**src/rtl/branch_sequencer.sv**
```systemverilog
// Relative-branch sequencer for a 6502-style core: fetches the signed offset,
// evaluates the condition from P and produces the next PC with cycle-accurate penalties.
module branch_sequencer #(
  parameter int unsigned WAIT_MAX   = 15,
  parameter bit          PENALTY_EN = 1'b1
) (
  input  logic        clk,
  input  logic        reset,
  input  logic        start,
  input  logic [7:0]  opcode,
  input  logic [7:0]  flags,
  input  logic [15:0] pc_in,
  output logic        mem_rd,
  output logic [15:0] mem_addr,
  input  logic        mem_ack,
  input  logic [7:0]  mem_data,
  output logic        busy,
  output logic        taken,
  output logic        page_cross,
  output logic [15:0] pc_next,
  output logic        pc_load,
  output logic        done,
  output logic        illegal,
  output logic        timeout
);

  typedef enum logic [2:0] {
    S_IDLE,
    S_FETCH,
    S_EVAL,
    S_ADD_LO,
    S_FIX_HI,
    S_DONE
  } state_e;

  localparam logic [7:0] WAIT_LAST = 8'(WAIT_MAX - 1);

  state_e      state_q,    state_d;
  logic [2:0]  op_q,       op_d;       // opcode[7:5]: flag select and polarity
  logic [3:0]  flags_q,    flags_d;    // {N, V, C, Z}
  logic [15:0] addr_q,     addr_d;
  logic [15:0] base_q,     base_d;
  logic [7:0]  offset_q,   offset_d;
  logic [7:0]  wait_q,     wait_d;
  logic [15:0] pc_next_q,  pc_next_d;
  logic        taken_q,    taken_d;
  logic        cross_q,    cross_d;
  logic        illegal_q,  illegal_d;
  logic        timeout_q,  timeout_d;

  // D, B, I and bit 5 of P play no part in branch conditions.
  logic unused_flags;
  assign unused_flags = ^flags[5:2];

  logic       is_branch;
  logic       cond_flag;
  logic       cond_taken;
  logic [8:0] lo_sum;
  logic       fwd_cross;
  logic       bwd_cross;
  logic       any_cross;
  logic [7:0] hi_fix;
  logic [15:0] target;

  assign is_branch = (opcode[4:0] == 5'b10000);

  always_comb begin
    case (op_q[2:1])
      2'b00:   cond_flag = flags_q[3];
      2'b01:   cond_flag = flags_q[2];
      2'b10:   cond_flag = flags_q[1];
      default: cond_flag = flags_q[0];
    endcase
  end

  assign cond_taken = (cond_flag == op_q[0]);

  // Low-byte add with the carry telling us which way (if any) the page moved.
  assign lo_sum    = {1'b0, base_q[7:0]} + {1'b0, offset_q};
  assign fwd_cross = ~offset_q[7] &  lo_sum[8];
  assign bwd_cross =  offset_q[7] & ~lo_sum[8];
  assign any_cross = fwd_cross | bwd_cross;
  assign hi_fix    = fwd_cross ? (base_q[15:8] + 8'd1) : (base_q[15:8] - 8'd1);
  assign target    = {(any_cross ? hi_fix : base_q[15:8]), lo_sum[7:0]};

  always_comb begin
    // NOTE: every _d defaults to its _q (pulses to 0) first, so no path through the case infers a latch.
    state_d   = state_q;
    op_d      = op_q;
    flags_d   = flags_q;
    addr_d    = addr_q;
    base_d    = base_q;
    offset_d  = offset_q;
    wait_d    = wait_q;
    pc_next_d = pc_next_q;
    taken_d   = taken_q;
    cross_d   = cross_q;
    illegal_d = 1'b0;
    timeout_d = 1'b0;

    case (state_q)
      S_IDLE: begin
        if (start) begin
          taken_d = 1'b0;
          cross_d = 1'b0;
          if (is_branch) begin
            op_d    = opcode[7:5];
            flags_d = {flags[7], flags[6], flags[0], flags[1]};
            addr_d  = pc_in;
            wait_d  = 8'd0;
            state_d = S_FETCH;
          end else begin
            illegal_d = 1'b1;
          end
        end
      end

      S_FETCH: begin
        if (mem_ack) begin
          offset_d = mem_data;
          base_d   = addr_q + 16'd1;
          state_d  = S_EVAL;
        end else if (wait_q == WAIT_LAST) begin
          timeout_d = 1'b1;
          state_d   = S_IDLE;
        end else begin
          wait_d = wait_q + 8'd1;
        end
      end

      S_EVAL: begin
        taken_d = cond_taken;
        if (!cond_taken) begin
          pc_next_d = base_q;
          state_d   = S_DONE;
        end else if (PENALTY_EN) begin
          state_d = S_ADD_LO;
        end else begin
          pc_next_d = target;
          cross_d   = any_cross;
          state_d   = S_DONE;
        end
      end

      S_ADD_LO: begin
        if (any_cross) begin
          state_d = S_FIX_HI;
        end else begin
          pc_next_d = target;
          state_d   = S_DONE;
        end
      end

      S_FIX_HI: begin
        pc_next_d = target;
        cross_d   = 1'b1;
        state_d   = S_DONE;
      end

      S_DONE:  state_d = S_IDLE;

      default: state_d = S_IDLE;
    endcase
  end

  always_ff @(posedge clk) begin
    // NOTE: non-blocking assignments so every register samples the pre-edge values together.
    if (reset) begin
      state_q   <= S_IDLE;
      op_q      <= '0;
      flags_q   <= '0;
      addr_q    <= '0;
      base_q    <= '0;
      offset_q  <= '0;
      wait_q    <= '0;
      pc_next_q <= '0;
      taken_q   <= 1'b0;
      cross_q   <= 1'b0;
      illegal_q <= 1'b0;
      timeout_q <= 1'b0;
    end else begin
      state_q   <= state_d;
      op_q      <= op_d;
      flags_q   <= flags_d;
      addr_q    <= addr_d;
      base_q    <= base_d;
      offset_q  <= offset_d;
      wait_q    <= wait_d;
      pc_next_q <= pc_next_d;
      taken_q   <= taken_d;
      cross_q   <= cross_d;
      illegal_q <= illegal_d;
      timeout_q <= timeout_d;
    end
  end

  assign mem_rd     = (state_q == S_FETCH);
  assign mem_addr   = addr_q;
  assign busy       = (state_q != S_IDLE);
  assign done       = (state_q == S_DONE);
  assign pc_load    = done;
  assign taken      = taken_q;
  assign page_cross = cross_q;
  assign pc_next    = pc_next_q;
  assign illegal    = illegal_q;
  assign timeout    = timeout_q;

endmodule

```
**config.mk**
```make
export PLATFORM = sky130hd
export DESIGN_NAME = branch_sequencer
export DESIGN_NICKNAME = d
export VERILOG_FILES = /design/src/rtl/branch_sequencer.sv
export SDC_FILE = /design/constraint.sdc
export NUM_CORES = 1
export LEC_CHECK = 0
export CORE_UTILIZATION = 30
export DETAILED_ROUTE_END_ITERATION = 6
export PLACE_DENSITY = 0.5
export SLEW_MARGIN = 10
export SYNTH_ARGS = -nofsm -noshare
export SYNTH_HDL_FRONTEND = slang
export SYNTH_SLANG_ARGS = --single-unit
```
**constraint.sdc**
```tcl
create_clock -name clk -period 4.7 [get_ports clk]
set_clock_uncertainty 0.15 [all_clocks]
set_input_delay 0.47 -clock clk [delete_from_list [all_inputs] [get_ports clk]]
set_output_delay 0.47 -clock clk [all_outputs]
set_load 0.005 [all_outputs]
```
Word-level counts from Yosys, hierarchy flattened
Cells that the tools add are included.
- add/subtract/negate cells: 5
- $mul: 0
- div/mod/pow operators: 0
- $lt $le $gt $ge: 0
- equal/unequal tests: 17
- shift operators: 0
- muxes and demuxes: 23
- bitwise logic cells: 8
- reduce and logical (&&, ||, !) cells: 16
- operator list (operator ; number):
    8-bit two-way mux ; 6
    16-bit case mux with 3 select lines ; 1
    16-bit two-way mux ; 2
    16-bit by 1-bit adder with 16-bit output (second input constant) ; 1
    8-bit by 1-bit adder with 8-bit output (second input constant) ; 2
    8-bit case mux with 2 select lines ; 1
    3-bit two-way mux ; 5
    3-bit case mux with 5 select lines ; 1
    2-bit != test (second input constant) ; 6
    8-bit by 8-bit adder with 9-bit output ; 1
    3-bit AND reduction ; 3
    8-bit by 4-bit equality test with 1-bit output (second input constant) ; 1
    8-bit by 1-bit subtractor with 8-bit output (second input constant) ; 1
    3-bit by 2-bit equality test with 1-bit output (second input constant) ; 2
    3-bit equality test (second input constant) ; 2
    2-bit AND reduction ; 3
    2-bit nonzero test ; 3
    3-bit nonzero test ; 2
    3-bit OR reduction ; 2
    5-bit equality test (second input constant) ; 1
    1-bit inverter ; 5
    5-bit AND reduction ; 1
    1-bit two-way mux ; 4
    1-bit case mux with 2 select lines ; 2
    10 further kinds ; 11
- flip-flop bits (word level): 78
- latch bits: 0
- bits in writable memories: 0
- memory bits (read-only): 0
- input bits: 44
- output and inout port bits: 40
- memories: 0

Depth between registers and ports, before layout
Gate-level depths: netlist (run 1).
- depth after elaboration: 7
- mapped depth: 17
- depth with buffers taken out: 17

Worst setup path after synthesis (run 1)
Ideal clock, no wire load.
- kind: flip-flop to flip-flop
- start: register base_q[0]
- end: register pc_next_q[15] (netlist: pc_next[15])
- library setup time: 91 ps
- arrival: 3704 ps
- required time: 4459 ps
- setup slack: 755 ps
- stages on the path, launching flop included: 18
- path buffers: 0
- clock period less this slack: 3945 ps
- cells stage by stage: dfxtp_1 > ha_1 > fa_1 > a211oi_1 > o21bai_1 > a21oi_1 > nor2b_1 > o21ai_0 > nand2b_1 > ha_1 > inv_1 > ha_1 > a21oi_1 > nor2b_1 > a311o_1 > and4_1 > a211o_1 > a311oi_1
- word-level cells in the longest chain between the ends: 7
- elaborated cells on any way between the ends: 11
- those cells by class: add/sub (1); eq/ne (1); mux (4); bitwise (4); reduce/logical (1)
- RTL lines (element ; line ; text):
    from (decl) ; 42 ; logic [15:0] base_q, base_d;
    from (signal assigned) ; 186 ; base_q <= base_d;
    8-bit by 8-bit adder with 9-bit output (*) ; 79 ; assign lo_sum = {1'b0, base_q[7:0]} + {1'b0, offset_q};
    1-bit inverter ; 81 ; assign bwd_cross = offset_q[7] & ~lo_sum[8];
    1-bit bitwise AND ; 81 ;
    1-bit bitwise OR ; 82 ; assign any_cross = fwd_cross | bwd_cross;
    8-bit two-way mux ; 84 ; assign target = {(any_cross ? hi_fix : base_q[15:8]), lo_sum[7:0]};
    16-bit two-way mux ; 146 ; if (any_cross) begin
    16-bit case mux with 3 select lines ; 101 ; case (state_q)
    to (signal assigned) ; 189 ; pc_next_q <= pc_next_d;
    to (decl) ; 45 ; logic [15:0] pc_next_q, pc_next_d;
Every way passes the cells marked *; elsewhere a longest branch is shown, timed or not. The select of a mux whose other input is x is not followed.
A chain may end at the register's enable or synchronous reset.

Final worst setup path (run 1)
Ends and elaborated chain as after synthesis.

==> results of run 1 <==
==> logic make-up after synthesis <==
group	after synthesis	synth area share
XOR/XNOR	27	0.0602
buffers and inverters	39	0.0402
AO/OA/AOI/OAI	114	0.183
multiplexers	12	0.0338
AND/OR/NAND/NOR	189	0.214
adder cells (fa/ha/maj)	21	0.0707
flip-flops	78	0.398
==> per-stage QoR <==
step	hold WS [ps]	instance area, µm²	cells	total power [mW]
finish	308	5170	724	1.53
global route	333	5170	724	1.58
CTS	306	5170	724	1.55
detailed placement	297	4840	708	0.761
global placement	296	4840	708	0.760
floorplan	283	3930	480	0.716
==> metal layers <==
metal  vias up  part of all wire  track usage
met4         0             0.022       0.0795
met5         -                 0            0
li1       1811                 -            -
met3        11             0.038       0.0228
met2        58              0.43        0.219
met1      1532              0.51        0.187
==> power groups by stage <==
stage,logic [mW],registers (mW),clock network [mW]
2_1_floorplan,0.0320,0.684,0
3_3_place_gp,0.0750,0.685,0
3_5_place_dp,0.0758,0.685,0
4_1_cts,0.0763,0.671,0.803
5_1_grt,0.0820,0.671,0.828
6_report,0.0752,0.671,0.786
==> sequential cells by signal, summed over array words and instances, names as in the netlist <==
signal      count
base_q         16
flags_q         4
illegal         1
mem_addr       16
offset_q        8
op_q            3
page_cross      1
pc_next        16
state_q         3
taken           1
timeout         1
wait_q          8
==> worst paths after layout <==
path         startpoint           to  slack, ps  depth (start not counted)
min reg2reg  flags_q[0]   flags_q[0]        310                          2
min          flags_q[0]   flags_q[0]        310                          2
max           base_q[0]  pc_next[15]        440                         17
max reg2reg   base_q[0]  pc_next[15]        440                         17
==> cell usage after synthesis (11+ instances only) <==
cell type	instances
nand2_1	80
dfxtp_1	78
a21oi_1	50
nor2_1	50
a211oi_1	25
clkbuf_1	19
ha_1	19
xnor2_1	17
nand3_1	15
o21ai_0	15
inv_1	13
mux2i_1	11
==> critical path: cells and delay by family (launching register included) <==
| family | cells | cell delay (ps) |
|---|---|---|
| AO/OA/AOI/OAI | 8 | 1870 |
| adder cells (fa/ha/maj) | 4 | 1220 |
| buffers and inverters | 1 | 170 |
| flip-flops | 1 | 320 |
| AND/OR/NAND/NOR | 4 | 430 |
==> area by class of cell <==
class	count	area [µm²]
timing repair buffer	82	808
multi-input combinational	363	2210
clock buffer	12	236
tap	172	215
clock inverter	4	95.1
inverter	13	48.8
fill	1299	7500
sequential	78	1560
==> metrics.md, run 1 <==
| Metric | Value |
|---|---|
| Layout overhead on the synthesized area | 31.8% |
| Avg Cell Area, Syn | 8.18 µm² |
| Yosys warns | 0 |
| Area share of the largest cell type after synthesis | 0.398 |
| Fin crit share | 0.906 |
| Worst-Margin Slew | between 800 and 900 ps |
| Comb pwr share | 0.049 |
| Hold_buf cts | 0 |
| Clk root buf | clkbuf_16 |
| Placement Setup Slack | 320 ps |
| Initial antenna violation count | 0 |
| Sw frac | 0.198 |
| Worst EP arrival | around 4400 ps |
| Async S/R FF share, synth | 0 |
| CP max-delay cell | fa_1 |
| Die span in y | roughly 120 µm |
| TritonRoute pass-1 iters | 4 |
| Max FO, Critical Path | 9 |
| Final Util | 0.408 |
| RSZ-0062 raised after global routing | false |
| Number of flops mapped to enable cells by yosys | 0 |
| Die X | around 120 µm |
| Area contributors post-synth | dfxtp_1 40%, nand2_1 7.6%, a21oi_1 6.4%, ha_1 6.1%, a211oi_1 4.8% |
| Status | completed |
| Maximum VDD drop | 0.169 mV |
| Nets | between 600 and 700 |
| Worst min path class | register to register |
| Clock Sinks | slightly below 80 |
| Maximum buffer depth of the clock tree | 2 |
| Final wirelength | 9050 µm |
| Library cells used by synthesis | 43 |
| Critical path class | register to register |
| Vias in the first global route | 3168 |
| GPL Wtd Cong | 0.743 |
| Clock power frac | 0.513 |
| Max Cap Viol | 0 |
| Pleak | around 1.7 nW |
| Via count | approximately 3400 |
| Relative slew slack | 0.413 |
| Power per cell area | ~300 mW/mm² |
| Internal power | roughly 1.2 mW |
| Crit-path max cell delay | around 430 ps |
| Top_reg_cell synth | dfxtp_1 |
| GRT Residual Overflow | 0 |
| Clk slew on worst S/H paths | about 60 ps |
| Most common cell after layout, fill and taps aside | nand2_1 |
| Ports | 84 |
| Antenna-violating nets left | 0 |
| Fmax | 235 MHz |
| Drt wl/cell | 12.5 µm |
| Final worst slack | between 400 and 500 ps |
| CP required | approximately 4800 ps |
| Starting density of the core | 0.310 |
| Fin crit period | about 4300 ps |
| Diode count | 0 |
| Most frequent cells in the layout | 80 x nand2_1, 78 x dfxtp_1, 78 x clkdlybuf4s50_1 |
| Cts repair resizes | 0 |
| Worst skew pair latency | about 340 ps |
| Synth area leader | dfxtp_1 |
| Crit path cell chain | ha_1, fa_1, a211oi_1, o21bai_1, a21oi_1, nor2b_1, o21ai_0, nand2b_1, ha_1, inv_2, ha_1, a21oi_1, nor2b_1, a311o_1, and4_1, a211o_1, a311oi_1 |
| #FFs+latches synth | 78 |
| H-tree levels | 3 |
| Finish-stage setup viols | 0 |
| Gate Count Post-Synth | 480 |
| CTS Buf Count | 9 |
| Starting DRT DRC Count | 143 |
| Port Buffers | roughly 80 |
| Share of post-route cells with drive strength above 1 | 0.0417 |
| Critical Path Sink Type | register |
| CTS tree | yes |
| Setup bufs post-CTS | 0 |
| Hold Vio Cnt, Final | 0 |
| Top cell by count, worst path | ha_1 |
| Gr usage total | 0.141 |
| Via-to-Cell Ratio | approximately 4.7 |
| HPWL after detailed placement | 6590 µm |
| Largest net degree at the start of global routing | 50 |
| TNS Setup | 0 ps |
| Synthesized Nets | between 500 and 600 |
| Sequential share of power | 0.438 |
| Final Slew Violations | 0 |
| Site row count | 41 |
| Startpoint Class | register |
| Sequential-to-total area share from yosys stat | 0.398 |
| Die ar. | 0.0135 mm² |
| Post-Syn Area | roughly 0.0039 mm² |
| DRC | 0 |
| Core area | approximately 0.013 mm² |
| Switching power | 304 µW |
| First-pass GRT wire length | approximately 15000 µm |
Note: power is estimated with default switching activity, not from simulation.
==> run 2: changes to the inputs <==
--- a/config.mk
+++ b/config.mk
@@ -5,9 +5,11 @@
 export SDC_FILE = /design/constraint.sdc
 export NUM_CORES = 1
 export LEC_CHECK = 0
-export CORE_UTILIZATION = 30
+export CAP_MARGIN = 20
+export CORE_MARGIN = 5
+export CORE_UTILIZATION = 51
 export DETAILED_ROUTE_END_ITERATION = 6
-export PLACE_DENSITY = 0.5
+export PLACE_DENSITY = 0.78
 export SLEW_MARGIN = 10
 export SYNTH_ARGS = -nofsm -noshare
 export SYNTH_HDL_FRONTEND = slang
==> run 2 against run 1 <==
Compared with the run above: power down 15%; non-clock buffer count rose by 1; fmax up 1.3%; critical path depth is the same; clock-buffer cell count stayed put; critical path type unchanged; sequential share of layout area increased by 1.0 points; first-iteration DRC count is 23% lower; highest routed layer unchanged; sequential power hardly changed; final cell count decreased by 9.7%; critical endpoint unchanged; via count grew 2.0%.
==> metrics.md, run 2 (synthesis gave the netlist of run 1 again) <==
| Metric | Value |
|---|---|
| Nets | 613 (+0.16%) |
| Startpoint Class | register |
| Initial antenna violation count | 0 (unchanged) |
| Setup bufs post-CTS | 0 (unchanged) |
| GPL Wtd Cong | 0.825 (+11%) |
| Final wirelength | 8760 µm (-3.3%) |
| DRC | 0 (unchanged) |
| Worst-Margin Slew | 824 ps (-53.3 ps) |
| Max Cap Viol | 0 (unchanged) |
| Starting density of the core | 0.516 (+0.206) |
| CP required | 4800 ps (about the same) |
| Most frequent cells in the layout | 80 x nand2_1, 78 x dfxtp_1, 78 x clkdlybuf4s50_1 |
| Clk slew on worst S/H paths | 80 ps (+20 ps) |
| Die ar. | 0.00955 mm² (-29%) |
| Via-to-Cell Ratio | 5.32 (+13%) |
| Status | completed |
| Reg-to-Reg Start | base_q[0] |
| First-pass GRT wire length | 14900 µm (+0.46%) |
| Placement Setup Slack | 386 ps (+65.1 ps) |
| CP max-delay cell | fa_1 |
| GRT Residual Overflow | 0 (unchanged) |
| Fin crit share | 0.894 (-0.0113) |
| Drt wl/cell | 13.4 µm (+7.1%) |
| Diode count | 0 (unchanged) |
| Maximum buffer depth of the clock tree | 2 (unchanged) |
| Final hold slack | 306 ps (-1.44 ps) |
| Clk root buf | clkbuf_8 |
| TNS Setup | 0 ps (unchanged) |
| Vias in the first global route | 3292 (+3.9%) |
| Crit-path max cell delay | 450 ps (+20 ps) |
| Gr usage total | 0.186 (+0.0449) |
| Die X | 97.7 µm (-16%) |
| Critical Path Sink Type | register |
| H-tree levels | 3 (unchanged) |
| Worst EP arrival | 4300 ps (-50 ps) |
| Starting DRT DRC Count | 110 (-23%) |
| Site row count | 32 (-22%) |
| Ports | 84 (unchanged) |
| Critical path class | register to register |
| Fillcell total | 646 (-50%) |
| Layout overhead on the synthesized area | 27.6% |
| Die span in y | 97.7 µm (-16%) |
| Worst min path class | register to register |
| Top cell by count, worst path | ha_1 |
| Port Buffers | 79 (unchanged) |
| TritonRoute pass-1 iters | 5 (+1) |
| Antenna-violating nets left | 0 (unchanged) |
| Final Non-Filler Cells | 654 (-9.7%) |
| Final Slew Violations | 0 (unchanged) |
| Crit path cell chain | ha_1, fa_1, a211oi_2, o21bai_1, a21oi_1, nor2b_1, o21ai_0, nand2b_1, ha_1, inv_2, ha_1, a21oi_1, nor2b_1, a311o_1, and4_1, a211o_1, a311oi_1 |
| Worst skew pair latency | 340 ps (about the same) |
| Placed insts | 638 (-9.9%) |
| CTS tree | yes |
| CTS Buf Count | 9 (unchanged) |
| Power Total | 1.30 mW (-15%) |
| Min-Delay Startpoint | flags_q[1] |
| Relative slew slack | 0.449 (+0.0357) |
| Maximum VDD drop | 0.179 mV (+5.8%) |
| Largest net degree at the start of global routing | 72 (+44%) |
| Fin crit period | 4200 ps (-53.3 ps) |
| Final Cell Area | 0.00501 mm² (-3.2%) |
| Origin of the worst setup path | base_q[0] |
| Via count | 3481 (+2.0%) |
| Hold Vio Cnt, Final | 0 (unchanged) |
| Finish-stage setup viols | 0 (unchanged) |
| DP Area | 0.00475 mm² (-1.8%) |
| Share of post-route cells with drive strength above 1 | 0.0453 (+0.00362) |
| RSZ-0062 raised after global routing | false |
| Pleak | 1.69 nW (-2.3%) |
| Most common cell after layout, fill and taps aside | nand2_1 |
| Core area | 0.00761 mm² (-40%) |
| Final Util | 0.658 (+0.250) |
| Power per cell area | 260 mW/mm² (-12%) |
| Final worst slack | 497 ps (+53.3 ps) |
| Fmax | 238 MHz (+1.3%) |
| HPWL after detailed placement | 6510 µm (-1.1%) |
| Clock Sinks | 78 (unchanged) |
| Max FO, Critical Path | 9 (unchanged) |
## run 2: final cells by class
cell class	count	area (µm²)	share of cell area
Inverter	13	48.8	0.00974
Multi-Input combinational cell	363	2210	0.442
Tap cell	102	128	0.0255
Clock inverter	3	67.6	0.0135
Timing Repair Buffer	83	836	0.167
Clock buffer	12	155	0.0310
Sequential cell	78	1560	0.312
## run 2: routing by layer
metal / vias up / GRT usage / share of wire
met5: - / 0 / 0
met4: 0 / 0.0714 / 0.023
met3: 18 / 0.0436 / 0.057
met2: 78 / 0.322 / 0.47
met1: 1569 / 0.225 / 0.45
li1: 1816 / - / -
## run 2: worst max-delay path, delay by kind of cell, from the launching register on
kind | cells | cell delay [ps]
compound gates | 8 | 1790
fa+ha+maj | 4 | 1220
simple gates | 4 | 440
flops | 1 | 330
buf+inv | 1 | 170
## run 2: path summary, 6_finish.rpt
| path | end | slack, ps | cells past startpoint |
|---|---|---|---|
| hold reg to reg | flags_q[1] | 310 | 2 |
| setup reg to reg | pc_next[15] | 500 | 17 |
| hold / removal | flags_q[1] | 310 | 2 |
| setup / recovery | pc_next[15] | 500 | 17 |
## run 2: power breakdown
part	leakage [nW]	internal, mW	switching, mW	total (mW)
sequential	0.629	0.665	0.00503	0.670
combinational	0.951	0.0443	0.0311	0.0754
clock	0.109	0.326	0.230	0.556
## run 2: what timing repair did
item | 4_1_cts | 5_1_grt
hold buffers | 0 | 0
hold endpoints to repair | 0 | 0
resized for setup | 0 | 2
endpoints found under the setup margin | 0 | 1
